### src/rtl/ysyx_22040895_csr_file.sv
// ysyx_22040895_csr_file: machine-mode CSR register file for the privileged-instruction unit
// Ports: clk/rst (async active-high); commit_i gates all writes and minstret;
//   csr_raddr_i -> csrrdata_o/csr_illegal_o (combinational, no write bypass);
//   csr_we_i/csr_waddr_i/csrwdata_i generic write; trap_i/trap_mepc_i/trap_mcause_i ecall entry;
//   mret_i/mret_mstatus_i mret return; rdata_{mepc,mcause,mtvec,mstatus}_o direct views.
// Macro YSYX_22040895_CSR_COUNTER_EN adds mcycle (0xB00) and minstret (0xB02).
module ysyx_22040895_csr_file #(
    parameter int XLEN = 64,
    parameter logic [XLEN-1:0] MSTATUS_RST = 64'h0000_000A_0000_1800
) (
    input  logic            clk,
    input  logic            rst,
    input  logic            commit_i,
    input  logic [11:0]     csr_raddr_i,
    output logic [XLEN-1:0] csrrdata_o,
    output logic            csr_illegal_o,
    input  logic            csr_we_i,
    input  logic [11:0]     csr_waddr_i,
    input  logic [XLEN-1:0] csrwdata_i,
    input  logic            trap_i,
    input  logic [XLEN-1:0] trap_mepc_i,
    input  logic [XLEN-1:0] trap_mcause_i,
    input  logic            mret_i,
    input  logic [XLEN-1:0] mret_mstatus_i,
    output logic [XLEN-1:0] rdata_mepc_o,
    output logic [XLEN-1:0] rdata_mcause_o,
    output logic [XLEN-1:0] rdata_mtvec_o,
    output logic [XLEN-1:0] rdata_mstatus_o
);
    localparam logic [XLEN-1:0] MS_WMASK = XLEN'(64'h88);
    localparam logic [XLEN-1:0] MS_MPP   = XLEN'(64'h1800);

    logic [XLEN-1:0] mstatus_q, mstatus_d, mtvec_q, mtvec_d, mepc_q, mepc_d;
    logic [XLEN-1:0] mcause_q, mcause_d, mscratch_q, mscratch_d;
    logic tr, mr, wr;

    // Only MIE/MPIE are writable; everything else is pinned to the reset image with MPP=M.
    function automatic logic [XLEN-1:0] ms_fix(input logic [XLEN-1:0] v);
        return (MSTATUS_RST & ~MS_WMASK) | (v & MS_WMASK) | MS_MPP;
    endfunction

    assign tr = commit_i & trap_i;
    assign mr = commit_i & mret_i & ~trap_i;
    assign wr = commit_i & csr_we_i;

    always_comb begin
        mstatus_d = mstatus_q;
        if (tr) begin
            mstatus_d[7] = mstatus_q[3];
            mstatus_d[3] = 1'b0;
        end else if (mr) begin
            mstatus_d = ms_fix(mret_mstatus_i);
        end else if (wr && csr_waddr_i == 12'h300) begin
            mstatus_d = ms_fix(csrwdata_i);
        end
        mepc_d     = tr ? {trap_mepc_i[XLEN-1:1], 1'b0}
                   : (wr && csr_waddr_i == 12'h341) ? {csrwdata_i[XLEN-1:1], 1'b0} : mepc_q;
        mcause_d   = tr ? trap_mcause_i
                   : (wr && csr_waddr_i == 12'h342) ? csrwdata_i : mcause_q;
        mtvec_d    = (wr && csr_waddr_i == 12'h305) ? {csrwdata_i[XLEN-1:2], 2'b00} : mtvec_q;
        mscratch_d = (wr && csr_waddr_i == 12'h340) ? csrwdata_i : mscratch_q;
    end

    always_ff @(posedge clk or posedge rst) begin
        if (rst) begin
            mstatus_q  <= MSTATUS_RST;
            mtvec_q    <= '0;
            mepc_q     <= '0;
            mcause_q   <= '0;
            mscratch_q <= '0;
        end else begin
            mstatus_q  <= mstatus_d;
            mtvec_q    <= mtvec_d;
            mepc_q     <= mepc_d;
            mcause_q   <= mcause_d;
            mscratch_q <= mscratch_d;
        end
    end

`ifdef YSYX_22040895_CSR_COUNTER_EN
    logic [63:0] mcycle_q, mcycle_d, minstret_q, minstret_d;

    // A generic write replaces that cycle's increment rather than adding to it.
    always_comb begin
        mcycle_d   = (wr && csr_waddr_i == 12'hB00) ? csrwdata_i : mcycle_q + 64'd1;
        minstret_d = (wr && csr_waddr_i == 12'hB02) ? csrwdata_i : minstret_q + {63'd0, commit_i};
    end

    always_ff @(posedge clk or posedge rst) begin
        if (rst) begin
            mcycle_q   <= '0;
            minstret_q <= '0;
        end else begin
            mcycle_q   <= mcycle_d;
            minstret_q <= minstret_d;
        end
    end
`endif

    always_comb begin
        csr_illegal_o = 1'b0;
        case (csr_raddr_i)
            12'h300: csrrdata_o = mstatus_q;
            12'h305: csrrdata_o = mtvec_q;
            12'h340: csrrdata_o = mscratch_q;
            12'h341: csrrdata_o = mepc_q;
            12'h342: csrrdata_o = mcause_q;
            12'hF14: csrrdata_o = '0;
`ifdef YSYX_22040895_CSR_COUNTER_EN
            12'hB00: csrrdata_o = mcycle_q;
            12'hB02: csrrdata_o = minstret_q;
`endif
            default: begin
                csrrdata_o    = '0;
                csr_illegal_o = 1'b1;
            end
        endcase
    end

    assign rdata_mepc_o    = mepc_q;
    assign rdata_mcause_o  = mcause_q;
    assign rdata_mtvec_o   = mtvec_q;
    assign rdata_mstatus_o = mstatus_q;
endmodule

### config.mk
export PLATFORM = sky130hd
export DESIGN_NAME = ysyx_22040895_csr_file
export DESIGN_NICKNAME = d
export VERILOG_FILES = /design/src/rtl/ysyx_22040895_csr_file.sv
export SDC_FILE = /design/constraint.sdc
export NUM_CORES = 1
export LEC_CHECK = 0
export ABC_AREA = 1
export ABC_CLOCK_PERIOD_IN_PS = 12700
export BUFFER_PORTS_ARGS = -buffer_cell sky130_fd_sc_hd__buf_4
export CORE_AREA = 2 2 237 239
export CTS_BUF_LIST = sky130_fd_sc_hd__clkbuf_4 sky130_fd_sc_hd__clkbuf_8 sky130_fd_sc_hd__clkbuf_16
export DETAILED_ROUTE_END_ITERATION = 8
export DIE_AREA = 0 0 239 241
export GPL_ROUTABILITY_DRIVEN = 0
export PLACE_DENSITY = 0.6
export SYNTH_ARGS = -nofsm -noshare
export SYNTH_HDL_FRONTEND = slang
export SYNTH_SLANG_ARGS = --single-unit
### constraint.sdc
create_clock -name clk -period 12.7 [get_ports clk]
set_input_delay 0.635 -clock clk [delete_from_list [all_inputs] [get_ports clk]]
set_output_delay 0.635 -clock clk [all_outputs]
set_load 0.05 [all_outputs]
==> impl_metrics.csv, run 1 <==
group,metric,value,unit
outcome,status,"complete, no violations",
critical_path,arrival,3.19,ns
critical_path,r2r_slack,11.90,ns
routing,dr.pass1.iters,5,
critical_path,required,12.06,ns
clocking,cts_max_path_buffers,3,
timing,max_freq,261,MHz
timing,period_minus_slack,3.83,ns
clocking,cts_root_buf,"clkbuf_16",
critical_path,cp-startpoint,"csr_raddr_i[2]",
yosys,seq_area_frac_synth,0.456,
global_routing,antenna_found_initial,6,
timing,tns,0,ns
power_and_ir_drop,p_leak,0.0104,uW
cells_and_area,post-route-cell-area,18800,um^2
critical_path,crit_fanout,48,
power_and_ir_drop,max-vdd-ir-drop,0.0963,mV
power_and_ir_drop,power_density,126,nW/um^2
floorplan,fp.dieW,239,um
timing,worst_slack,8.87,ns
worst_hold_path,hold_class,"in2async",
clocking,cts_tree,"built",
yosys,ys_types,25,
routing,wl,57100,um
floorplan,dieArea,57600,um^2
timing,finalHoldViolations,0,
placed_design,place_ws,8.80,ns
floorplan,die_h,241,um
yosys,ys_ff_latch,255,
critical_path,slowest_delay,0.68,ns
cells_and_area,final_util,0.342,
critical_path,crit_top_cell,"buf_4",
floorplan,initial_core_util,0.255,
placed_design,port_buffers,478,
routing,final_antenna_net_count,0,
clocking,post_cts_buffers,0,
clocking,cts.repair.resized,0,
routing,top_layer,"met5",
timing,rsz0062_at_grt,"no",
clocking,cts.sinks,255,
routing,drt-met1-wl,23500,um
yosys,synthesis.area,14000,um^2
yosys,syn_area_per_cell,7.02,um^2
cells_and_area,layout.nets,2681,
global_routing,grt_pass1_wl,84000,um
critical_path,worst-setup-path-type,"in2out",
yosys,yosys.area.top_type,"dfrtp_1",
critical_path,r2r-start,"rdata_mstatus_o[3]",
flow_run,maxCapViolCount,0,
routing,via_count,14500,
global_routing,overflow,0,
cells_and_area,layout-drive-gt1-share,0.237,
floorplan,num_io_pins,607,
placed_design,placedCellCount,3068,
timing,slew_headroom,0.273,
clocking,clk_latency,0.56,ns
critical_path,slowest_stage,"nor2_4",
cells_and_area,final-instance-count-excl-fill,3123,
timing,fin_skew,0.0000613,ns
clocking,numCtsBuffers,29,
timing,setup_viol,0,
clocking,cts.clk_slew.worst_paths,0.05,ns
routing,wl_per_cell,18.3,um
yosys,netlist_instances,1995,
floorplan,core-area,54900,um^2
timing,slew_violations,0,
critical_path,crit_chain,"buf_4, inv_2, nand2_1, nor2_4, nand3_1, inv_2, buf_4, nand2_1, nand3_1, buf_4",
critical_path,start_kind,"primary input",
routing,routed_via_density,4.64,
placed_design,dp_hpwl,38400,um
timing,tightest_slew,1.09,ns
yosys,yosys_warnings,0,
global_routing,grt_max_degree,118,
cells_and_area,area_growth,34.2,%
routing,wl_met2,27600,um
yosys,synth_area_leaders,"dfrtp_1 (46%), nand2_1 (24%), nand3_1 (12%), buf_4 (4.1%), o21ai_0 (3.6%)",
global_routing,grt_pass1_vias,13700,
routing,drc,0,
floorplan,fp-row-count,86,
routing,drtIter0Drc,863,
clocking,ctsHoldBuffers,0,
global_routing,grtUsageTotal,0.190,
yosys,yosys.area.top_type_share,0.456,
clocking,htree_num_levels,1,
critical_path,end_kind,"output pin",
placed_design,placed_area,17800,um^2
routing,route.met3.wl,4680,um
timing,post-route-period-util,0.301,
-- through the flow --
stage	hold WS (ns)	total power [uW]
finish	0.254	2370
global route	0.286	2460
CTS	0.261	2390
detailed placement	0.460	1510
global placement	0.455	1510
floorplan	0.442	1310
-- worst max-delay path, delay by kind of cell --
kind | cells | cell delay (ns)
AND/OR/NAND/NOR | 5 | 1.37
buffers and inverters | 5 | 1.13
-- power by group --
part / internal (uW) / total, uW / switching, uW
combinational: 164 / 571 / 407
clock: 521 / 870 / 349
sequential: 871 / 924 / 53.5
-- placed cells by master (no fill, tap or decap) --
cell and instances:
o21ai_1 23, diode_2 4, nor2_4 6, inv_4 1, dfrtp_1 255, inv_1 132
nor3_4 1, nand3_4 1, buf_4 495, nand3_1 328, nor3_2 2, nand2_2 1
inv_2 3, bufinv_16 2, o21ai_2 4, nor3_1 4, conb_1 65, inv_8 1
clkinv_2 4, nand2_4 6, nor2_2 1, nand2_1 896, clkbuf_16 29, nor2_1 23
clkbuf_8 8, nand4_1 14, o21ai_0 101, clkbuf_4 8, nand3b_1 1
-- sequential cells by signal (all words and copies together), names as in the netlist --
name / flops
rdata_mepc_o: 63
rdata_mtvec_o: 62
mscratch_q: 64
rdata_mcause_o: 64
rdata_mstatus_o: 2
-- final timing paths --
path / to / depth (start not counted)
worst min-delay path: rdata_mepc_o[52] / 2
worst min register to register: mscratch_q[0] / 2
max in group asynchronous: rdata_mtvec_o[24] / 3
worst max-delay path: csrrdata_o[48] / 10
min in group clk: rdata_mcause_o[3] / 3
worst max register to register: rdata_mstatus_o[7] / 4
-- per-layer routing --
metal | GRT usage | vias up
li1 | - | 6976
met1 | 0.236 | 6894
met4 | 0.0496 | 4
met2 | 0.324 | 533
met3 | 0.0532 | 73
met5 | 0 | -
-- Yosys cell counts, drive strengths merged --
| cell type | count |
|---|---|
| conb | 2 |
| nand3 | 329 |
| nand4 | 14 |
| dfrtp | 255 |
| o21ai | 128 |
| inv | 137 |
| nor3 | 7 |
| clkbuf | 33 |
| buf | 156 |
| nand3b | 1 |
| nand2 | 903 |
| nor2 | 30 |
-- logic make-up (layout without fill, tap and decap cells) --
logic type             count (synthesis)  count (layout)  synth area share
AND/OR/NAND/NOR                     1284            1284             0.382
buffers and inverters                326             683             0.115
flip-flops                           255             255             0.456
AO/OA/AOI/OAI                        128             128            0.0468
other                                  2              69          0.000536
-- final cells by class --
class                           instances  area (um^2)
Timing Repair Buffer                  495         3720
Clock inverter                          6         80.1
Tap cell                              704          881
Multi-Input combinational cell       1477         6310
Antenna cell                            4         10.0
Inverter                              137          524
Fill cell                            5980        36100
Sequential cell                       255         6380
Clock buffer                           45          896
Note: power is estimated with default switching activity, not from simulation.
==> run 2: changes to the inputs <==
--- a/config.mk
+++ b/config.mk
@@ -6,14 +6,14 @@
 export NUM_CORES = 1
 export LEC_CHECK = 0
 export ABC_AREA = 1
-export ABC_CLOCK_PERIOD_IN_PS = 12700
+export ABC_CLOCK_PERIOD_IN_PS = 3100
 export BUFFER_PORTS_ARGS = -buffer_cell sky130_fd_sc_hd__buf_4
-export CORE_AREA = 2 2 237 239
+export CORE_AREA = 2 2 236 238
 export CTS_BUF_LIST = sky130_fd_sc_hd__clkbuf_4 sky130_fd_sc_hd__clkbuf_8 sky130_fd_sc_hd__clkbuf_16
 export DETAILED_ROUTE_END_ITERATION = 8
-export DIE_AREA = 0 0 239 241
+export DIE_AREA = 0 0 238 240
 export GPL_ROUTABILITY_DRIVEN = 0
-export PLACE_DENSITY = 0.6
+export PLACE_DENSITY = 0.62
 export SYNTH_ARGS = -nofsm -noshare
 export SYNTH_HDL_FRONTEND = slang
 export SYNTH_SLANG_ARGS = --single-unit
==> constraint.sdc (replaced) <==
create_clock -name clk -period 3.1 [get_ports clk]
set_input_delay 0.155 -clock clk [delete_from_list [all_inputs] [get_ports clk]]
set_output_delay 0.155 -clock clk [all_outputs]
set_load 0.05 [all_outputs]
==> run 2 against run 1 <==
  * Global-route usage rose by 1.2 points
  * Wire length rose by 5.4%
  * Register-to-register slack got worse by 11 ns
  * Sequential share of layout area fell by 4.6 points
  * Sequential cell count did not move
  * Worst setup slack got worse by 8.2 ns
  * Non-clock buffer count rose by 288
  * Via count rose by 9.0%
  * Combinational power rose to 4.7 times the previous value
  * Count of clock-buffer cells in the layout did not move
==> impl_metrics.csv, run 2 (synthesized netlist as in run 1, its figures left out) <==
group,metric,value,unit
outcome,status,"complete, no violations",
routing,wl,60100,um
timing,rsz0062_at_grt,"no",
cells_and_area,fillers,5506,
power_and_ir_drop,max-vdd-ir-drop,0.378,mV
clocking,ctsHoldBuffers,264,
clocking,post_cts_buffers,0,
routing,dr.pass1.iters,5,
critical_path,crit_chain,"dlygate4sd3_1, buf_4, o21ai_0, dlygate4sd3_1, nand3_1, dlygate4sd3_1, nand2_1, dlygate4sd3_1",
routing,final_antenna_net_count,0,
routing,drtIter0Drc,919,
global_routing,grt_pass1_wl,89800,um
cells_and_area,area_growth,55.3,%
worst_hold_path,hold_class,"in2reg",
floorplan,core-area,54700,um^2
timing,tightest_slew,1.01,ns
cells_and_area,layout.nets,2970,
clocking,cts.repair.resized,0,
critical_path,required,3.60,ns
flow_run,maxCapViolCount,0,
floorplan,dieArea,57100,um^2
power_and_ir_drop,p_total,9970,uW
global_routing,grt_max_degree,101,
cells_and_area,final_common_cell,"nand2_1",
critical_path,worst-setup-path-type,"in2reg",
power_and_ir_drop,p_leak,0.0117,uW
clocking,htree_num_levels,1,
timing,setup_viol,0,
clocking,cts_max_path_buffers,3,
timing,finalHoldViolations,0,
clocking,numCtsBuffers,30,
floorplan,die_h,240,um
critical_path,slowest_stage,"dlygate4sd3_1",
routing,wl_per_cell,17.6,um
cells_and_area,mostFrequentLayoutCells,"nand2_1 (896), buf_4 (506), nand3_1 (328), dlygate4sd3_1 (264), dfrtp_1 (255)",
clocking,cts_tree,"built",
global_routing,antenna_found_initial,1,
critical_path,crit_top_cell,"dlygate4sd3_1",
floorplan,fp-row-count,86,
critical_path,end_kind,"flop",
routing,via_count,15800,
cells_and_area,layout-drive-gt1-share,0.221,
timing,max_freq,409,MHz
timing,period_minus_slack,2.45,ns
placed_design,port_buffers,478,
critical_path,start_kind,"primary input",
critical_path,cp_top_family,"buffers and inverters",
floorplan,initial_core_util,0.256,
floorplan,fp.dieW,238,um
routing,drc,0,
timing,slew_violations,0,
routing,routed_via_density,4.63,
clocking,clk_latency,0.56,ns
timing,fin_skew,0.0000315,ns
floorplan,num_io_pins,607,
timing,post-route-period-util,0.789,
timing,slew_headroom,0.329,
clocking,cts.sinks,255,
critical_path,worstPathBufferInverterCount,5,
clocking,cts_root_buf,"clkbuf_16",
critical_path,arrival,2.95,ns
global_routing,grtUsageTotal,0.202,
power_and_ir_drop,power_density,458,nW/um^2
clocking,cts.clk_slew.worst_paths,0.06,ns
critical_path,slowest_delay,0.60,ns
cells_and_area,final_util,0.398,
global_routing,grt_pass1_vias,15600,
placed_design,dp_hpwl,39200,um
critical_path,crit_fanout,3,
global_routing,overflow,0,
## run 2: cell type report
class                           instances  area (um^2)  area share
Tap cell                              704          881      0.0405
Clock buffer                           45          918      0.0422
Inverter                              137          520      0.0239
Clock inverter                          6         35.0     0.00161
Timing Repair Buffer                  783         6700       0.308
Multi-Input combinational cell       1477         6310       0.290
Sequential cell                       255         6380       0.293
Antenna cell                            1         2.50    0.000115
## run 2: tightest hold or removal path, cell delays in order
cell and delay, ns:
buf_4 0.13, inv_1 0.08, nor3_2 0.07, nand3_1 0.06, nand3_1 0.07
## run 2: per-stage QoR
step | instances | setup WS, ns | hold slack (ns) | setup TNS [ns] | instance area [um^2]
2_1_floorplan | 2058 | -0.413 | 0.288 | -105.22 | 14200
3_3_place_gp | 3092 | 0.847 | 0.189 | 0 | 18100
3_5_place_dp | 3092 | 0.872 | 0.195 | 0 | 18100
4_1_cts | 3407 | 0.753 | 0.0208 | 0 | 21700
5_1_grt | 3407 | 0.580 | 0.0779 | 0 | 21700
6_report | 3408 | 0.654 | 0.0509 | 0 | 21700
## run 2: path summary, 6_finish.rpt
kind,end,slack [ns],from,cells past startpoint
hold reg to reg,mscratch_q[1],0.48,mscratch_q[1],2
setup reg to reg,rdata_mstatus_o[7],1.29,rdata_mstatus_o[7],4
min in group asynchronous,rdata_mcause_o[9],0.17,rst,3
hold / removal,rdata_mcause_o[3],0.05,csr_waddr_i[1],5
max in group asynchronous,rdata_mepc_o[24],2.06,rst,5
setup / recovery,rdata_mstatus_o[7],0.65,mret_i,8
## run 2: routing by layer
metal  track usage  vias to the layer above  share of wire
met4        0.0621                        0          0.030
met1         0.249                     7482           0.41
met5             0                        -              0
li1              -                     7544              -
met2         0.351                      658           0.49
met3        0.0432                      104          0.076
## run 2: power by group
group | switching (uW) | internal, uW | total [uW]
Clock | 1450 | 2020 | 3470
Sequential | 223 | 3570 | 3790
Combinational | 1760 | 947 | 2710
Total | 3430 | 6540 | 9970
